[src/rtl/dllp_tx_builder_pkg.sv]
`default_nettype none
// ============================================================================
// Module   : dllp_defines (package)
// Brief    : Shared DLLP definitions for the transmit builder and the decoder:
//            request type enumeration, byte-0 encodings, FC nibbles, CRC
//            constants and the type-to-byte-0 encode helper.
// Revision : 1.0 - initial release
// ============================================================================
package dllp_defines;

    typedef enum logic [4:0] {
        DLLP_ACK                    = 5'd0,
        DLLP_MRINIT                 = 5'd1,
        DLLP_DATA_LINK_FEATURE      = 5'd2,
        DLLP_NAK                    = 5'd3,
        DLLP_PM_ENTER_L1            = 5'd4,
        DLLP_PM_ENTER_L23           = 5'd5,
        DLLP_PM_ACTIVE_STATE_REQ_L1 = 5'd6,
        DLLP_PM_REQUEST_ACK         = 5'd7,
        DLLP_VENDOR_SPECIFIC        = 5'd8,
        DLLP_NOP                    = 5'd9,
        DLLP_INITFC1_P              = 5'd10,
        DLLP_INITFC1_NP             = 5'd11,
        DLLP_INITFC1_CPL            = 5'd12,
        DLLP_MRINITFC1              = 5'd13,
        DLLP_UPDATEFC_P             = 5'd14,
        DLLP_UPDATEFC_NP            = 5'd15,
        DLLP_UPDATEFC_CPL           = 5'd16,
        DLLP_MRUPDATEFC             = 5'd17,
        DLLP_INITFC2_P              = 5'd18,
        DLLP_INITFC2_NP             = 5'd19,
        DLLP_INITFC2_CPL            = 5'd20,
        DLLP_MRINITFC2              = 5'd21,
        DLLP_RESERVED               = 5'd22
    } dllp_type_t;

    localparam logic [15:0] DLLP_CRC_POLY = 16'h100B;
    localparam logic [15:0] DLLP_CRC_SEED = 16'hFFFF;

    localparam logic [7:0] DLLP_ENC_ACK                    = 8'h00;
    localparam logic [7:0] DLLP_ENC_MRINIT                 = 8'h01;
    localparam logic [7:0] DLLP_ENC_DATA_LINK_FEATURE      = 8'h02;
    localparam logic [7:0] DLLP_ENC_NAK                    = 8'h10;
    localparam logic [7:0] DLLP_ENC_PM_ENTER_L1            = 8'h20;
    localparam logic [7:0] DLLP_ENC_PM_ENTER_L23           = 8'h21;
    localparam logic [7:0] DLLP_ENC_PM_ACTIVE_STATE_REQ_L1 = 8'h23;
    localparam logic [7:0] DLLP_ENC_PM_REQUEST_ACK         = 8'h24;
    localparam logic [7:0] DLLP_ENC_VENDOR_SPECIFIC        = 8'h30;
    localparam logic [7:0] DLLP_ENC_NOP                    = 8'h31;

    localparam logic [3:0] DLLP_FC_INITFC1_P   = 4'h4;
    localparam logic [3:0] DLLP_FC_INITFC1_NP  = 4'h5;
    localparam logic [3:0] DLLP_FC_INITFC1_CPL = 4'h6;
    localparam logic [3:0] DLLP_FC_MRINITFC1   = 4'h7;
    localparam logic [3:0] DLLP_FC_UPDATEFC_P  = 4'h8;
    localparam logic [3:0] DLLP_FC_UPDATEFC_NP = 4'h9;
    localparam logic [3:0] DLLP_FC_UPDATEFC_CPL= 4'hA;
    localparam logic [3:0] DLLP_FC_MRUPDATEFC  = 4'hB;
    localparam logic [3:0] DLLP_FC_INITFC2_P   = 4'hC;
    localparam logic [3:0] DLLP_FC_INITFC2_NP  = 4'hD;
    localparam logic [3:0] DLLP_FC_INITFC2_CPL = 4'hE;
    localparam logic [3:0] DLLP_FC_MRINITFC2   = 4'hF;

    // Returns {legal, byte0}; anything not listed (including RESERVED) is illegal.
    function automatic logic [8:0] dllp_encode(input dllp_type_t dllp_type,
                                               input logic [2:0] vc);
        logic [8:0] enc;
        enc = 9'h000;
        case (dllp_type)
            DLLP_ACK:                    enc = {1'b1, DLLP_ENC_ACK};
            DLLP_MRINIT:                 enc = {1'b1, DLLP_ENC_MRINIT};
            DLLP_DATA_LINK_FEATURE:      enc = {1'b1, DLLP_ENC_DATA_LINK_FEATURE};
            DLLP_NAK:                    enc = {1'b1, DLLP_ENC_NAK};
            DLLP_PM_ENTER_L1:            enc = {1'b1, DLLP_ENC_PM_ENTER_L1};
            DLLP_PM_ENTER_L23:           enc = {1'b1, DLLP_ENC_PM_ENTER_L23};
            DLLP_PM_ACTIVE_STATE_REQ_L1: enc = {1'b1, DLLP_ENC_PM_ACTIVE_STATE_REQ_L1};
            DLLP_PM_REQUEST_ACK:         enc = {1'b1, DLLP_ENC_PM_REQUEST_ACK};
            DLLP_VENDOR_SPECIFIC:        enc = {1'b1, DLLP_ENC_VENDOR_SPECIFIC};
            DLLP_NOP:                    enc = {1'b1, DLLP_ENC_NOP};
            DLLP_INITFC1_P:              enc = {1'b1, DLLP_FC_INITFC1_P,    1'b0, vc};
            DLLP_INITFC1_NP:             enc = {1'b1, DLLP_FC_INITFC1_NP,   1'b0, vc};
            DLLP_INITFC1_CPL:            enc = {1'b1, DLLP_FC_INITFC1_CPL,  1'b0, vc};
            DLLP_MRINITFC1:              enc = {1'b1, DLLP_FC_MRINITFC1,    1'b0, vc};
            DLLP_UPDATEFC_P:             enc = {1'b1, DLLP_FC_UPDATEFC_P,   1'b0, vc};
            DLLP_UPDATEFC_NP:            enc = {1'b1, DLLP_FC_UPDATEFC_NP,  1'b0, vc};
            DLLP_UPDATEFC_CPL:           enc = {1'b1, DLLP_FC_UPDATEFC_CPL, 1'b0, vc};
            DLLP_MRUPDATEFC:             enc = {1'b1, DLLP_FC_MRUPDATEFC,   1'b0, vc};
            DLLP_INITFC2_P:              enc = {1'b1, DLLP_FC_INITFC2_P,    1'b0, vc};
            DLLP_INITFC2_NP:             enc = {1'b1, DLLP_FC_INITFC2_NP,   1'b0, vc};
            DLLP_INITFC2_CPL:            enc = {1'b1, DLLP_FC_INITFC2_CPL,  1'b0, vc};
            DLLP_MRINITFC2:              enc = {1'b1, DLLP_FC_MRINITFC2,    1'b0, vc};
            default:                     enc = 9'h000;
        endcase
        return enc;
    endfunction

endpackage

`default_nettype wire

[src/rtl/dllp_tx_builder_crc16.sv]
`default_nettype none
// ============================================================================
// Module   : dllp_crc16
// Brief    : Combinational DLLP CRC-16 over bytes 0..3. Bytes enter in order,
//            each byte LSB first; the remainder is inverted and each half is
//            bit-reversed so o_crc[15:8] is byte 4 and o_crc[7:0] is byte 5.
// Revision : 1.0 - initial release
// ============================================================================
module dllp_crc16
    import dllp_defines::*;
(
    input  logic [31:0] i_data,
    output logic [15:0] o_crc
);

    logic [31:0] w_msg;
    logic [31:0] w_shift;
    logic [15:0] w_lfsr;
    logic [15:0] w_inv;

    // Reorder bits into transmission order: byte 0 first, bit 0 of each byte first.
    for (genvar k = 0; k < 4; k++) begin : g_byte
        for (genvar j = 0; j < 8; j++) begin : g_bit
            assign w_msg[31 - 8*k - j] = i_data[24 - 8*k + j];
        end
    end

    // Unrolled serial LFSR across all 32 message bits.
    always_comb begin
        w_lfsr  = DLLP_CRC_SEED;
        w_shift = w_msg;
        for (int n = 0; n < 32; n++) begin
            w_lfsr  = {w_lfsr[14:0], 1'b0} ^ ((w_lfsr[15] ^ w_shift[31]) ? DLLP_CRC_POLY : 16'h0000);
            w_shift = {w_shift[30:0], 1'b0};
        end
    end

    assign w_inv = ~w_lfsr;

    // Remainder bit 15 lands in byte 4 bit 0, remainder bit 7 in byte 5 bit 0.
    for (genvar i = 0; i < 8; i++) begin : g_map
        assign o_crc[8 + i] = w_inv[15 - i];
        assign o_crc[i]     = w_inv[7 - i];
    end

endmodule

`default_nettype wire

[src/rtl/dllp_tx_builder.sv]
`default_nettype none
// ============================================================================
// Module   : dllp_tx_builder
// Brief    : Accepts DLLP requests, encodes byte 0, appends the CRC-16 and
//            serializes the 6-byte DLLP onto a byte-wide valid/ready stream.
//            Optional macro DLLP_TX_ERR_INJ_EN adds err_inj, which flips the
//            CRC LSB (byte 5 bit 0) of the DLLP accepted in that cycle.
// Revision : 1.0 - initial release
// ============================================================================
module dllp_tx_builder
    import dllp_defines::*;
#(
    parameter int CNT_W = 16
) (
    input  logic             clk,
    input  logic             rst,
    input  logic             req_valid,
    output logic             req_ready,
    input  dllp_type_t       req_type,
    input  logic [2:0]       req_vc,
    input  logic [23:0]      req_payload,
`ifdef DLLP_TX_ERR_INJ_EN
    input  logic             err_inj,
`endif
    output logic [7:0]       tx_data,
    output logic             tx_valid,
    input  logic             tx_ready,
    output logic             tx_sop,
    output logic             tx_eop,
    output logic             bad_req,
    output logic [CNT_W-1:0] sent_cnt
);

    localparam logic [0:0] c_ST_IDLE   = 1'b0;
    localparam logic [0:0] c_ST_SEND   = 1'b1;
    localparam logic [2:0] c_LAST_BEAT = 3'd5;

    logic [0:0]       r_state;
    logic [2:0]       r_beat;
    logic [47:0]      r_frame;
    logic [7:0]       r_tx_data;
    logic             r_tx_valid;
    logic             r_tx_sop;
    logic             r_tx_eop;
    logic             r_bad_req;
    logic [CNT_W-1:0] r_sent_cnt;

    logic [8:0]       w_enc;
    logic             w_legal;
    logic [15:0]      w_crc;
    logic [15:0]      w_crc_tx;
    logic [47:0]      w_frame;
    logic             w_done;
    logic             w_accept;

    assign w_enc   = dllp_encode(req_type, req_vc);
    assign w_legal = w_enc[8];

    dllp_crc16 u_crc (
        .i_data (w_enc[7:0] & {8{1'b1}} ? {w_enc[7:0], req_payload} : {w_enc[7:0], req_payload}),
        .o_crc  (w_crc)
    );

`ifdef DLLP_TX_ERR_INJ_EN
    assign w_crc_tx = w_crc ^ {15'd0, err_inj};
`else
    assign w_crc_tx = w_crc;
`endif

    assign w_frame = {w_enc[7:0], req_payload, w_crc_tx};

    // Last beat leaving this cycle frees the slot for a same-cycle request.
    assign w_done    = (r_state == c_ST_SEND) && (r_beat == c_LAST_BEAT) && tx_ready;
    assign req_ready = !rst && ((r_state == c_ST_IDLE) || w_done);
    assign w_accept  = req_valid && req_ready;

    // Control FSM, byte shifter and registered stream outputs.
    always_ff @(posedge clk) begin
        if (rst) begin
            r_state    <= c_ST_IDLE;
            r_beat     <= 3'd0;
            r_frame    <= 48'd0;
            r_tx_data  <= 8'd0;
            r_tx_valid <= 1'b0;
            r_tx_sop   <= 1'b0;
            r_tx_eop   <= 1'b0;
            r_bad_req  <= 1'b0;
            r_sent_cnt <= '0;
        end else begin
            r_bad_req <= w_accept && !w_legal;
            if (w_done) begin
                r_sent_cnt <= r_sent_cnt + {{(CNT_W-1){1'b0}}, 1'b1};
            end
            if (w_accept && w_legal) begin
                r_state    <= c_ST_SEND;
                r_beat     <= 3'd0;
                r_frame    <= {w_frame[39:0], 8'h00};
                r_tx_data  <= w_frame[47:40];
                r_tx_valid <= 1'b1;
                r_tx_sop   <= 1'b1;
                r_tx_eop   <= 1'b0;
            end else if (w_done) begin
                r_state    <= c_ST_IDLE;
                r_beat     <= 3'd0;
                r_tx_data  <= 8'd0;
                r_tx_valid <= 1'b0;
                r_tx_sop   <= 1'b0;
                r_tx_eop   <= 1'b0;
            end else if ((r_state == c_ST_SEND) && tx_ready) begin
                r_beat     <= r_beat + 3'd1;
                r_frame    <= {r_frame[39:0], 8'h00};
                r_tx_data  <= r_frame[47:40];
                r_tx_sop   <= 1'b0;
                r_tx_eop   <= (r_beat == 3'd4);
            end
        end
    end

    assign tx_data  = r_tx_data;
    assign tx_valid = r_tx_valid;
    assign tx_sop   = r_tx_sop;
    assign tx_eop   = r_tx_eop;
    assign bad_req  = r_bad_req;
    assign sent_cnt = r_sent_cnt;

endmodule

`default_nettype wire
[config.mk]
export PLATFORM = sky130hd
export DESIGN_NAME = dllp_tx_builder
export DESIGN_NICKNAME = d
export VERILOG_FILES = /design/src/rtl/dllp_tx_builder_pkg.sv /design/src/rtl/dllp_tx_builder_crc16.sv /design/src/rtl/dllp_tx_builder.sv
export SDC_FILE = /design/constraint.sdc
export NUM_CORES = 1
export LEC_CHECK = 0
export ABC_AREA = 1
export CAP_MARGIN = 25
export CORE_MARGIN = 10
export CORE_UTILIZATION = 45
export CTS_BUF_LIST = sky130_fd_sc_hd__clkbuf_4 sky130_fd_sc_hd__clkbuf_8
export CTS_CLUSTER_SIZE = 30
export DETAILED_ROUTE_END_ITERATION = 8
export HOLD_SLACK_MARGIN = 0.06
export PLACE_DENSITY_LB_ADDON = 0.05
export SYNTH_ARGS = -nofsm -noshare
export SYNTH_HDL_FRONTEND = slang
export SYNTH_SLANG_ARGS = --single-unit
[constraint.sdc]
create_clock -name clk -period 2.9 [get_ports clk]
set_input_delay 0.725 -clock clk [delete_from_list [all_inputs] [get_ports clk]]
set_output_delay 0.725 -clock clk [all_outputs]
set_load 0.03 [all_outputs]
After elaboration in Yosys (flattened, before gate mapping). Cells that the tools add are included.

Register bits after elaboration: 71. Logic and storage cells: 159.

Reduce and logical (&&, ||, !) cells: 16. Bitwise gates (word level): 65. Mux-type cells: 44. Equality and inequality tests: 24. $add $sub $neg: 2.

Operators by type and width (number): 16-bit bitwise XOR (31); 13-bit 2-to-1 mux (32); 9-bit one-hot mux with 22 select lines (1); 48-bit 2-to-1 mux (3); 5-bit by 4-bit equality test with 1-bit output, second input constant (8); 1-bit bitwise XOR (31); 5-bit equality test, second input constant (6); 8-bit 2-to-1 mux (3); 5-bit by 3-bit equality test with 1-bit output, second input constant (4); 16-bit by 1-bit adder with 16-bit output, second input constant (1); 16-bit inverter (1); 15-bit inverter (1); 5-bit by 2-bit equality test with 1-bit output, second input constant (2); 1-bit logical AND (7); 3-bit equality test, second input constant (2); 5-bit by 1-bit equality test with 1-bit output, second input constant (1); 5-bit logical NOT (1); 1-bit 2-to-1 mux (5); 2-bit nonzero test (2); 3-bit by 1-bit adder with 3-bit output, second input constant (1); 3-bit nonzero test (1); 3-bit OR reduction (1); 1-bit logical NOT (2); 2-bit by 1-bit != test with 1-bit output, second input constant (1); other kinds (3) (3).

Logic depth before layout (Yosys ltp). Gate-level depths: netlist of the first run.

Depth in word-level cells: 99. Mapped depth: 27. Gate-level depth less buffers: 27.

Cells and area by module. A second synthesis of the first run with hierarchy kept.

Cells, all modules: 953. Area total of the unflattened synthesis: 5874.4 um^2.

Modules (own cells, without submodules): dllp_tx_builder (seq. area each 1421.4 um^2, times used 1, area each 3626.0 um^2, cells an instance 543); dllp_crc16 (seq. area each 0.0 um^2, times used 1, area each 2248.4 um^2, cells an instance 410).

Least setup slack after synthesis of the first run. OpenSTA, ideal clock, no wires.

Kind: input -> register. From: in req_type[4]. To: reg r_frame[16]. Slack: -81 ps. Setup time: 70 ps. Required time: 2830 ps. Buffers on the path: 1. Arrival time: 2910 ps. Stages on the path: 21. Cells stage by stage: buf_4 nor2_1 nand2_2 nand2_4 o21bai_4 nand3_1 nand3_2 nand3_1 nand2_2 nand2_2 nand2_4 nand2_4 nand2_2 nand2_1 nand2_2 nand2_1 nand2_2 or2_1 nand3_1 nand2_1 a21oi_1.

Word-level cells in the longest chain between the ends: 51.

Ends and longest elaborated chain: from (decl) (line dllp_tx_builder.sv:19) `input dllp_type_t req_type,`; 5-bit equality test (tied with other cells) (line dllp_tx_builder_pkg.sv:69) `case (dllp_type)`; 9-bit one-hot mux with 22 select lines * (line dllp_tx_builder_pkg.sv:69); 13-bit 2-to-1 mux (line dllp_tx_builder_crc16.sv:33) `w_lfsr = {w_lfsr[14:0], 1'b0} ^ ((w_lfsr[15] ^ w_shift[31]) ? DLLP_CRC_POLY : 16'h0000);`; 15-bit inverter (no line); 16-bit bitwise XOR (3 in series) (line dllp_tx_builder_crc16.sv:33); 1-bit bitwise XOR (line dllp_tx_builder_crc16.sv:33); 13-bit 2-to-1 mux (line dllp_tx_builder_crc16.sv:33); 16-bit bitwise XOR (4 in series) (line dllp_tx_builder_crc16.sv:33); [24 not listed]; 1-bit bitwise XOR (line dllp_tx_builder_crc16.sv:33); 13-bit 2-to-1 mux (line dllp_tx_builder_crc16.sv:33); 16-bit bitwise XOR (4 in series) (line dllp_tx_builder_crc16.sv:33); 1-bit bitwise XOR (line dllp_tx_builder_crc16.sv:33); 13-bit 2-to-1 mux (line dllp_tx_builder_crc16.sv:33); 16-bit bitwise XOR (4 in series) (line dllp_tx_builder_crc16.sv:33); 16-bit inverter (line dllp_tx_builder_crc16.sv:38) `assign w_inv = ~w_lfsr;`; 48-bit 2-to-1 mux (line dllp_tx_builder.sv:94) `if (w_accept && w_legal) begin`; to (signal assigned) (line dllp_tx_builder.sv:97) `r_frame <= {w_frame[39:0], 8'h00};`; to (signal assigned) (line dllp_tx_builder.sv:111) `r_frame <= {r_frame[39:0], 8'h00};`; to (decl) (line dllp_tx_builder.sv:40) `logic [47:0] r_frame;`.

Mark *: on every way between the ends. The rest lies on a longest branch, timed or not. A chain may end at the register's enable or synchronous reset.

Final worst setup path of the first run.
From: in req_type[1]. To: reg r_frame[9].

The elaborated chain is that of the path after synthesis.

==> results of run 1 <==
## sequential cells by signal, summed over array words and instances (netlist names)
signal and flops:
r_frame 40, sent_cnt 16, tx_data 8, r_beat 3, bad_req 1, tx_eop 1, tx_sop 1, tx_valid 1
## timing repair
action,4_1_cts,5_1_grt
pin swaps,45,62
buffers inserted,17,17
endpoints found under the setup margin,16,20
hold buffers,0,0
gates resized for setup,123,182
## where the power goes
part | leakage, nW | internal (W) | switching (W)
Combinational | 3.00 | 0.00124 | 0.00175
Clock | 0.0963 | 0.000374 | 0.000359
Sequential | 0.576 | 0.00103 | 0.0000276
Total | 3.68 | 0.00264 | 0.00214
## cell usage in the layout (no fill, tap or decap), types with 4 or more instances in the layout
| cell | count |
|---|---|
| o21ai_1 | 4 |
| clkbuf_8 | 11 |
| a31oi_1 | 23 |
| nand3_4 | 21 |
| buf_6 | 28 |
| nand3b_1 | 8 |
| inv_4 | 7 |
| inv_1 | 62 |
| nand4_1 | 4 |
| o21ai_0 | 8 |
| a21oi_2 | 6 |
| nor3_1 | 9 |
| xor2_1 | 13 |
| clkdlybuf4s50_1 | 56 |
| nand2_4 | 53 |
| nor2_1 | 29 |
| dfxtp_1 | 71 |
| a21oi_1 | 30 |
| nand3_2 | 30 |
| nand2_1 | 224 |
| a221oi_1 | 4 |
| nand2_8 | 8 |
| a22oi_1 | 4 |
| nor2_2 | 9 |
| nor2_4 | 7 |
| buf_4 | 98 |
| xor2_2 | 5 |
| nand2_2 | 72 |
| nand3_1 | 43 |
| ha_1 | 4 |
| inv_2 | 18 |
## cells by family (layout without fill, tap and decap cells)
logic type / count (synthesis) / in the layout / share of synthesized area
DFF: 71 / 71 / 0.280
adders and majority gates: 4 / 4 / 0.00985
AOI/OAI and AO/OA: 87 / 87 / 0.105
buffers and inverters: 110 / 294 / 0.0827
and+or+nand+nor: 524 / 524 / 0.483
xor gates and xnor gates: 23 / 23 / 0.0396
## worst paths after layout
kind / endpoint / slack, ns / start
worst max-delay path: r_frame[9] / -0.31 / req_type[1]
worst min-delay path: sent_cnt[15] / 0.46 / sent_cnt[15]
worst max register to register: sent_cnt[14] / 0.54 / sent_cnt[0]
worst min register to register: sent_cnt[15] / 0.46 / sent_cnt[15]
## stage by stage
stage               total power [W]   util
CTS                         0.00399  0.667
global route                0.00506  0.744
detailed placement          0.00300  0.599
finish                      0.00478  0.744
global placement            0.00296  0.599
floorplan                   0.00238      -
## final cells by class
cell class | instances | area share
Sequential cell | 71 | 0.175
Multi-Input combinational cell | 638 | 0.527
Inverter | 89 | 0.0434
Clock inverter | 3 | 0.00215
Timing Repair Buffer | 189 | 0.211
Tap cell | 140 | 0.0215
Clock buffer | 13 | 0.0205
## critical path: cells and delay by family
kind	cells	cell delay, ns
buffers and inverters	7	0.70
XOR/XNOR	1	0.11
AND/OR/NAND/NOR	16	1.56
AO/OA/AOI/OAI	2	0.37
## metal layers
metal | vias up | global-route usage | routed length (um)
met2 | 208 | 0.333 | 8900
met5 | - | 0 | 0
met1 | 2902 | 0.251 | 7790
met4 | 0 | 0.0730 | 445
li1 | 2987 | - | -
met3 | 42 | 0.0319 | 1080
==> flow_summary.toml, run 1 <==
[sta]
worstMarginPinSlew_ns = 0.566
fin_crit_sh = 1.11
finalSetupViolCount = 16
period_needed_ns = 3.21
skew_ns = 0.00639
hold_ws_ns = 0.456
final_max_slew_viol_count = 0
hold_viol_final = 0
fmax_mhz = 311
setup_slack_ns = -0.312
rsz0062_at_grt = "true"
slew_headroom = 0.622
tns_ns = -2.84

[detailed_routing]
wl_per_cell_um = 15.9
ant_nets = 0
drc = 0
via_per_inst = 5.37
vias = 6139
dr.pass1.iters = 5
finalWirelength_um = 18200
drt_iter0_markers = 392

[setup_path]
slowest_stage = "o21ai_4"
cp_common_cell = "nand2_4"
crit_type = "in2reg"
cp.arrival_ns = 3.48
endpoint_kind = "flip-flop"
path_max_fanout = 6
cp-start-kind = "input pin"
cp.required_ns = 3.16
r2r_cells = 11
max_stage_delay_ns = 0.20

[synth]
ys.flop_type = "dfxtp_1"
synth.area.top_cells = "dfxtp_1 28%, nand2_1 23%, nand3_1 8.0%"
synth_cell_types = 36
async_flop_share = 0
synth_top_area_frac = 0.280
syn_nets = 859
synth_cells = 819
synth_top_area_cell = "dfxtp_1"
synth_seq_cells = 71
yosysMostFrequentCell = "nand2_1"
syn_area_um2 = 5080
synth-edff-count = 0
yosysSeqAreaShare = 0.280
synth.avg_cell_area_um2 = 6.20
yosys_warnings = 0
synthTopCellsByCount = "310 x nand2_1, 81 x nand3_1, 76 x inv_1"

[worst_hold_path]
hold_path_class = "reg2reg"
hold_depth = 1

[place]
placedCellCount = 1094
place_area_um2 = 6550
port_buffers = 64
dp_hpwl_um = 12300
gp_congestion = 0.905
preCtsSetupSlack_ns = -0.933

[floorplanning]
io_pins = 65
start_util = 0.465
die_y_um = 126
rows = 38
fp.dieW_um = 126
die-area_um2 = 15900
core_um2 = 10900

[finish]
antennaDiodeCount = 0
instances_no_fill = 1143
multi_input_area_um2 = 4290
seqCellArea_um2 = 1420
fin_area_um2 = 8140
fill_cells = 815
drive_gt1_frac = 0.399
synthToLayoutAreaGrowth_pct = 60.1
nets = 1038

[clock_tree]
htreeDepth = 3
cts_made_buffers = 9
clk-insertion-delay-late_ns = 0.34
clock_sinks = 71
cts_buffer_depth = 2
path_clk_slew_ns = 0.07
cts_tree = "yes"
cts_root_buf = "clkbuf_8"

[power]
p_leak_nw = 3.68
power_density_nw_per_um2 = 588
peakVddDrop_v = 0.000434

[run_status]
status = "finished, violations left"
violations = "setup timing"

[run]
maxCapViolCount = 0

[global_route]
grt_pass1_wl_um = 27000
gr-total-overflow = 0
grt_pass1_vias = 5759
grt_max_degree = 51
antenna_found_initial = 0
grt_usage = 0.199
(Power assumes the default switching activity.)
==> run 2, diff against run 1 <==
--- a/config.mk
+++ b/config.mk
@@ -12,6 +12,7 @@
 export CTS_BUF_LIST = sky130_fd_sc_hd__clkbuf_4 sky130_fd_sc_hd__clkbuf_8
 export CTS_CLUSTER_SIZE = 30
 export DETAILED_ROUTE_END_ITERATION = 8
+export GPL_ROUTABILITY_DRIVEN = 0
 export HOLD_SLACK_MARGIN = 0.06
 export PLACE_DENSITY_LB_ADDON = 0.05
 export SYNTH_ARGS = -nofsm -noshare
==> constraint.sdc (replaced) <==
create_clock -name clk -period 3.3 [get_ports clk]
set_input_delay 0.825 -clock clk [delete_from_list [all_inputs] [get_ports clk]]
set_output_delay 0.825 -clock clk [all_outputs]
set_load 0.03 [all_outputs]
==> run 2 against run 1 <==
The flow now finishes without violations. Power down 29%. Highest routed layer unchanged. First-iteration DRC count down 11%. Clock skew about the same. Sequential share of layout area up 3.4 points. Combinational power down 40%.
==> flow_summary.toml, run 2 (synthesis results as in run 1) <==
[run_status]
status = "completed"

[floorplanning]
rows = 38
fp.dieW_um = 126
die_y_um = 126
core_um2 = 10900
die-area_um2 = 15900
start_util = 0.465
io_pins = 65

[sta]
fmax_mhz = 318
hold_ws_ns = 0.463
fin_crit_sh = 0.952
hold_viol_final = 0
skew_ns = 0.00665
slew_headroom = 0.644
finalSetupViolCount = 0
worstMarginPinSlew_ns = 0.535
final_max_slew_viol_count = 0
period_needed_ns = 3.14
tns_ns = 0

[detailed_routing]
wl_per_cell_um = 14.2
finalWirelength_um = 15400
drt_iter0_markers = 350
vias = 5633
dr.pass1.iters = 5
ant_nets = 0
drc = 0
via_per_inst = 5.17

[finish]
multi_input_area_um2 = 3500
largest_reg_flops = 40
antennaDiodeCount = 0
fin_util = 0.624
fill_cells = 1057
final_cell_mix = "301 x nand2_1, 75 x inv_1, 72 x buf_4"
fin_area_um2 = 6830
regMostFlops = "r_frame"
synthToLayoutAreaGrowth_pct = 34.3
layout_commonest_cell = "nand2_1"
drive_gt1_frac = 0.218
seqCellArea_um2 = 1420
nets = 986

[global_route]
grt_pass1_wl_um = 24700
grt_use_met1 = 0.230
grt_usage = 0.183
gr-max-usage-layer = "met2"
grt_use_met3 = 0.0390
grt_use_met2 = 0.307
grt_pass1_vias = 5220
gr-total-overflow = 0
antenna_found_initial = 0
grt_max_degree = 51

[setup_path]
cp-start-kind = "input pin"
crit_type = "in2reg"
cp.required_ns = 3.50
endpoint_kind = "flip-flop"
cp.arrival_ns = 3.34
path_max_fanout = 7

[clock_tree]
htreeDepth = 3
cts_made_buffers = 9
cts_root_buf = "clkbuf_8"
clk-insertion-delay-late_ns = 0.34
cts_tree = "yes"
path_clk_slew_ns = 0.07
cts_buffer_depth = 2
cts_hold_buf = 0
clock_sinks = 71

[run]
maxCapViolCount = 0

[place]
port_buffers = 64
place_area_um2 = 6340
dp_hpwl_um = 12200

[power]
peakVddDrop_v = 0.000252
power_density_nw_per_um2 = 498
p_leak_nw = 3.16

[worst_hold_path]
hold_path_class = "reg2reg"
run 2: cell types whose count changed in the layout (fill, tap and decap cells not counted), moves of 7 or more:
cell / delta
buf_4: -26
buf_6: -27
inv_1: +13
inv_2: -8
nand2_1: +77
nand2_2: -39
nand2_4: -30
nand2_8: -8
nand3_1: +26
nand3_2: -15
nand3_4: -11
nor2_1: +7
run 2: routing by layer:
layer / routed length [um] / share of wire
met5: 0 / 0
met4: 224 / 0.014
met3: 945 / 0.061
met2: 7370 / 0.48
met1: 6910 / 0.45
run 2: area by class of cell:
class	count	share of cell area
flip-flops and latches	71	0.208
clock inverters	1	0.00440
well taps	140	0.0257
inverters	89	0.0497
repair buffers	137	0.175
multi-input cells	638	0.513
clock buffers	13	0.0235
run 2: what timing repair did:
item                       CTS  global route
setup endpoints to repair   16            16
gates resized for setup     21            60
buffers inserted             2             4
pin swaps                    5            14
cloned                       0             0
run 2: path summary, 6_finish.rpt:
path,startpoint,to,slack (ns),cells after the start
setup / recovery,req_type[2],r_frame[17],0.16,19
setup reg to reg,r_beat[1],r_frame[18],0.90,16
hold reg to reg,sent_cnt[15],sent_cnt[15],0.46,1
hold / removal,sent_cnt[15],sent_cnt[15],0.46,1
run 2: critical path: stages:
cell and delay (ns):
clkbuf_4 0.16, nand2_1 0.07, inv_1 0.06, nand2_2 0.09
nand3_4 0.13, o21ai_4 0.20, buf_4 0.15, nand3_1 0.12
nand3_2 0.12, nand2_1 0.09, nand2_2 0.10, nand4_1 0.17
nand2_2 0.16, buf_4 0.14, xor2_1 0.18, xor2_1 0.26
nor2_1 0.09, o21ai_1 0.15, a21oi_1 0.07
run 2: where the power goes:
group          internal, W  total (W)  switching, W
clock             0.000388   0.000686      0.000298
combinational     0.000710    0.00179       0.00108
sequential        0.000902   0.000926     0.0000249
run 2: through the flow:
stage / power (W) / worst slack (ns) / std cells
floorplan: 0.00207 / 0.219 / 819
global placement: 0.00260 / -0.650 / 1069
detailed placement: 0.00262 / -0.730 / 1069
CTS: 0.00333 / 0.00511 / 1085
global route: 0.00364 / -0.0189 / 1089
finish: 0.00340 / 0.158 / 1089
==> run 3, diff against run 2 <==
--- a/config.mk
+++ b/config.mk
@@ -15,6 +15,7 @@
 export GPL_ROUTABILITY_DRIVEN = 0
 export HOLD_SLACK_MARGIN = 0.06
 export PLACE_DENSITY_LB_ADDON = 0.05
+export SETUP_SLACK_MARGIN = 0.02
 export SYNTH_ARGS = -nofsm -noshare
 export SYNTH_HDL_FRONTEND = slang
 export SYNTH_SLANG_ARGS = --single-unit
==> run 3 against run 2 <==
Global-route usage barely moved. Clock-buffer cell count unchanged. Largest cell class unchanged. Sequential power hardly changed.
==> flow_summary.toml, run 3 (synthesis results as in run 1) <==
[power]
switchingPower_w = 0.00141
pwr-share-clk = 0.201
pwr-share-comb = 0.528
swShare = 0.414
p_int_w = 0.00200
p_leak_nw = 3.17
power_density_nw_per_um2 = 499
peakVddDrop_v = 0.000253
seqPwrFrac = 0.271

[clock_tree]
cts_tree = "yes"
cts_made_buffers = 9
cts_root_buf = "clkbuf_8"
path_clk_slew_ns = 0.07
htreeDepth = 3
clock_sinks = 71
cts_buffer_depth = 2
cts_hold_buf = 0
clk-insertion-delay-late_ns = 0.34

[sta]
skew_ns = 0.00726
setup_slack_ns = 0.157
worstMarginPinSlew_ns = 0.536
slew_headroom = 0.643
fin_crit_sh = 0.952
fmax_mhz = 318
final_max_slew_viol_count = 0
period_needed_ns = 3.14
rsz0062_at_grt = "false"
finalSetupViolCount = 0
hold_viol_final = 0

[place]
place_area_um2 = 6340
preCtsSetupSlack_ns = -0.730
port_buffers = 64
dp_hpwl_um = 12200

[floorplanning]
die_y_um = 126
core_um2 = 10900
io_pins = 65
rows = 38
fp.dieW_um = 126
start_util = 0.465
die-area_um2 = 15900

[setup_path]
cp.required_ns = 3.57
cp-start-kind = "input pin"
crit_type = "in2reg"
path_max_fanout = 7
endpoint_kind = "flip-flop"
cp.arrival_ns = 3.41

[detailed_routing]
drc = 0
ant_nets = 0
dr.pass1.iters = 5
via_per_inst = 5.17
wl_per_cell_um = 14.3
vias = 5643
drt_iter0_markers = 357
finalWirelength_um = 15600

[finish]
regMostFlops = "r_frame"
fin_area_um2 = 6850
fill_cells = 1057
nets = 988
layout_commonest_cell = "nand2_1"
final_cell_mix = "300 x nand2_1, 76 x buf_4, 75 x inv_1"
synthToLayoutAreaGrowth_pct = 34.9
drive_gt1_frac = 0.225
largest_reg_flops = 40
antennaDiodeCount = 0

[global_route]
grt_usage = 0.183
grt_pass1_vias = 5212
antenna_found_initial = 0
grt_pass1_wl_um = 24600
grt_max_degree = 51
gr-total-overflow = 0

[worst_hold_path]
hold_path_class = "reg2reg"

[run]
maxCapViolCount = 0

[run_status]
status = "completed"
-- run 3: power groups by stage --
| stage | sequential (W) | combinational, W | clock [W] |
|---|---|---|---|
| 3_5_place_dp | 0.000944 | 0.00168 | 0 |
| 2_1_floorplan | 0.000951 | 0.00112 | 0 |
| 4_1_cts | 0.000926 | 0.00171 | 0.000703 |
| 6_report | 0.000927 | 0.00181 | 0.000686 |
| 3_3_place_gp | 0.000943 | 0.00165 | 0 |
| 5_1_grt | 0.000930 | 0.00198 | 0.000742 |
-- run 3: layout make-up --
type	instances	area [um2]	area share
sequential	71	1420	0.207
clock inverter	1	30.0	0.00438
clock buffer	13	160	0.0234
timing repair buffer	139	1210	0.177
multi-input combinational	638	3520	0.513
inverter	89	342	0.0498
tap	140	175	0.0256
-- run 3: path summary, 6_finish.rpt --
check | startpoint | end | slack, ns | cells after the start
setup / recovery | req_type[2] | r_frame[8] | 0.16 | 23
hold / removal | sent_cnt[15] | sent_cnt[15] | 0.46 | 1
setup reg to reg | r_beat[1] | r_frame[18] | 0.89 | 16
hold reg to reg | sent_cnt[15] | sent_cnt[15] | 0.46 | 1
-- run 3: per-stage QoR --
step / cells / hold WS, ns / power, W / TNS (ns) / util
CTS: 1085 / 0.457 / 0.00333 / 0 / 0.603
global route: 1091 / 0.482 / 0.00365 / 0 / 0.627
global placement: 1069 / 0.441 / 0.00260 / -12.73 / 0.579
detailed placement: 1069 / 0.444 / 0.00262 / -16.98 / 0.579
floorplan: 819 / 0.444 / 0.00207 / 0 / -
finish: 1091 / 0.463 / 0.00342 / 0 / 0.627
-- run 3: critical path: stages --
cell and delay, ns:
buf_4 0.14, nand2_1 0.06, inv_1 0.06, nand2_2 0.08
nand3_4 0.14, o21ai_4 0.20, nand2_2 0.13, inv_1 0.13
nand2_1 0.08, nand2_1 0.13, nand3_1 0.13, nand2_1 0.15
nand2_2 0.09, nand2_2 0.10, nand2_1 0.08, nand2_2 0.10
nand2_2 0.09, nand2_4 0.11, xor2_1 0.26, nor2_1 0.07
nor2_1 0.09, nand2_1 0.05, a21oi_1 0.10
-- run 3: layer usage --
metal / global-route usage / vias up / wire length [um]
met5: 0 / - / 0
li1: - / 2879 / -
met3: 0.0394 / 14 / 941
met2: 0.305 / 173 / 7490
met4: 0.0596 / 0 / 210
met1: 0.229 / 2577 / 6930
-- run 3: repair_timing --
action,CTS,global route
pin swaps,6,20
resized for setup,22,68
endpoints found under the setup margin,16,16
setup buffers,2,6
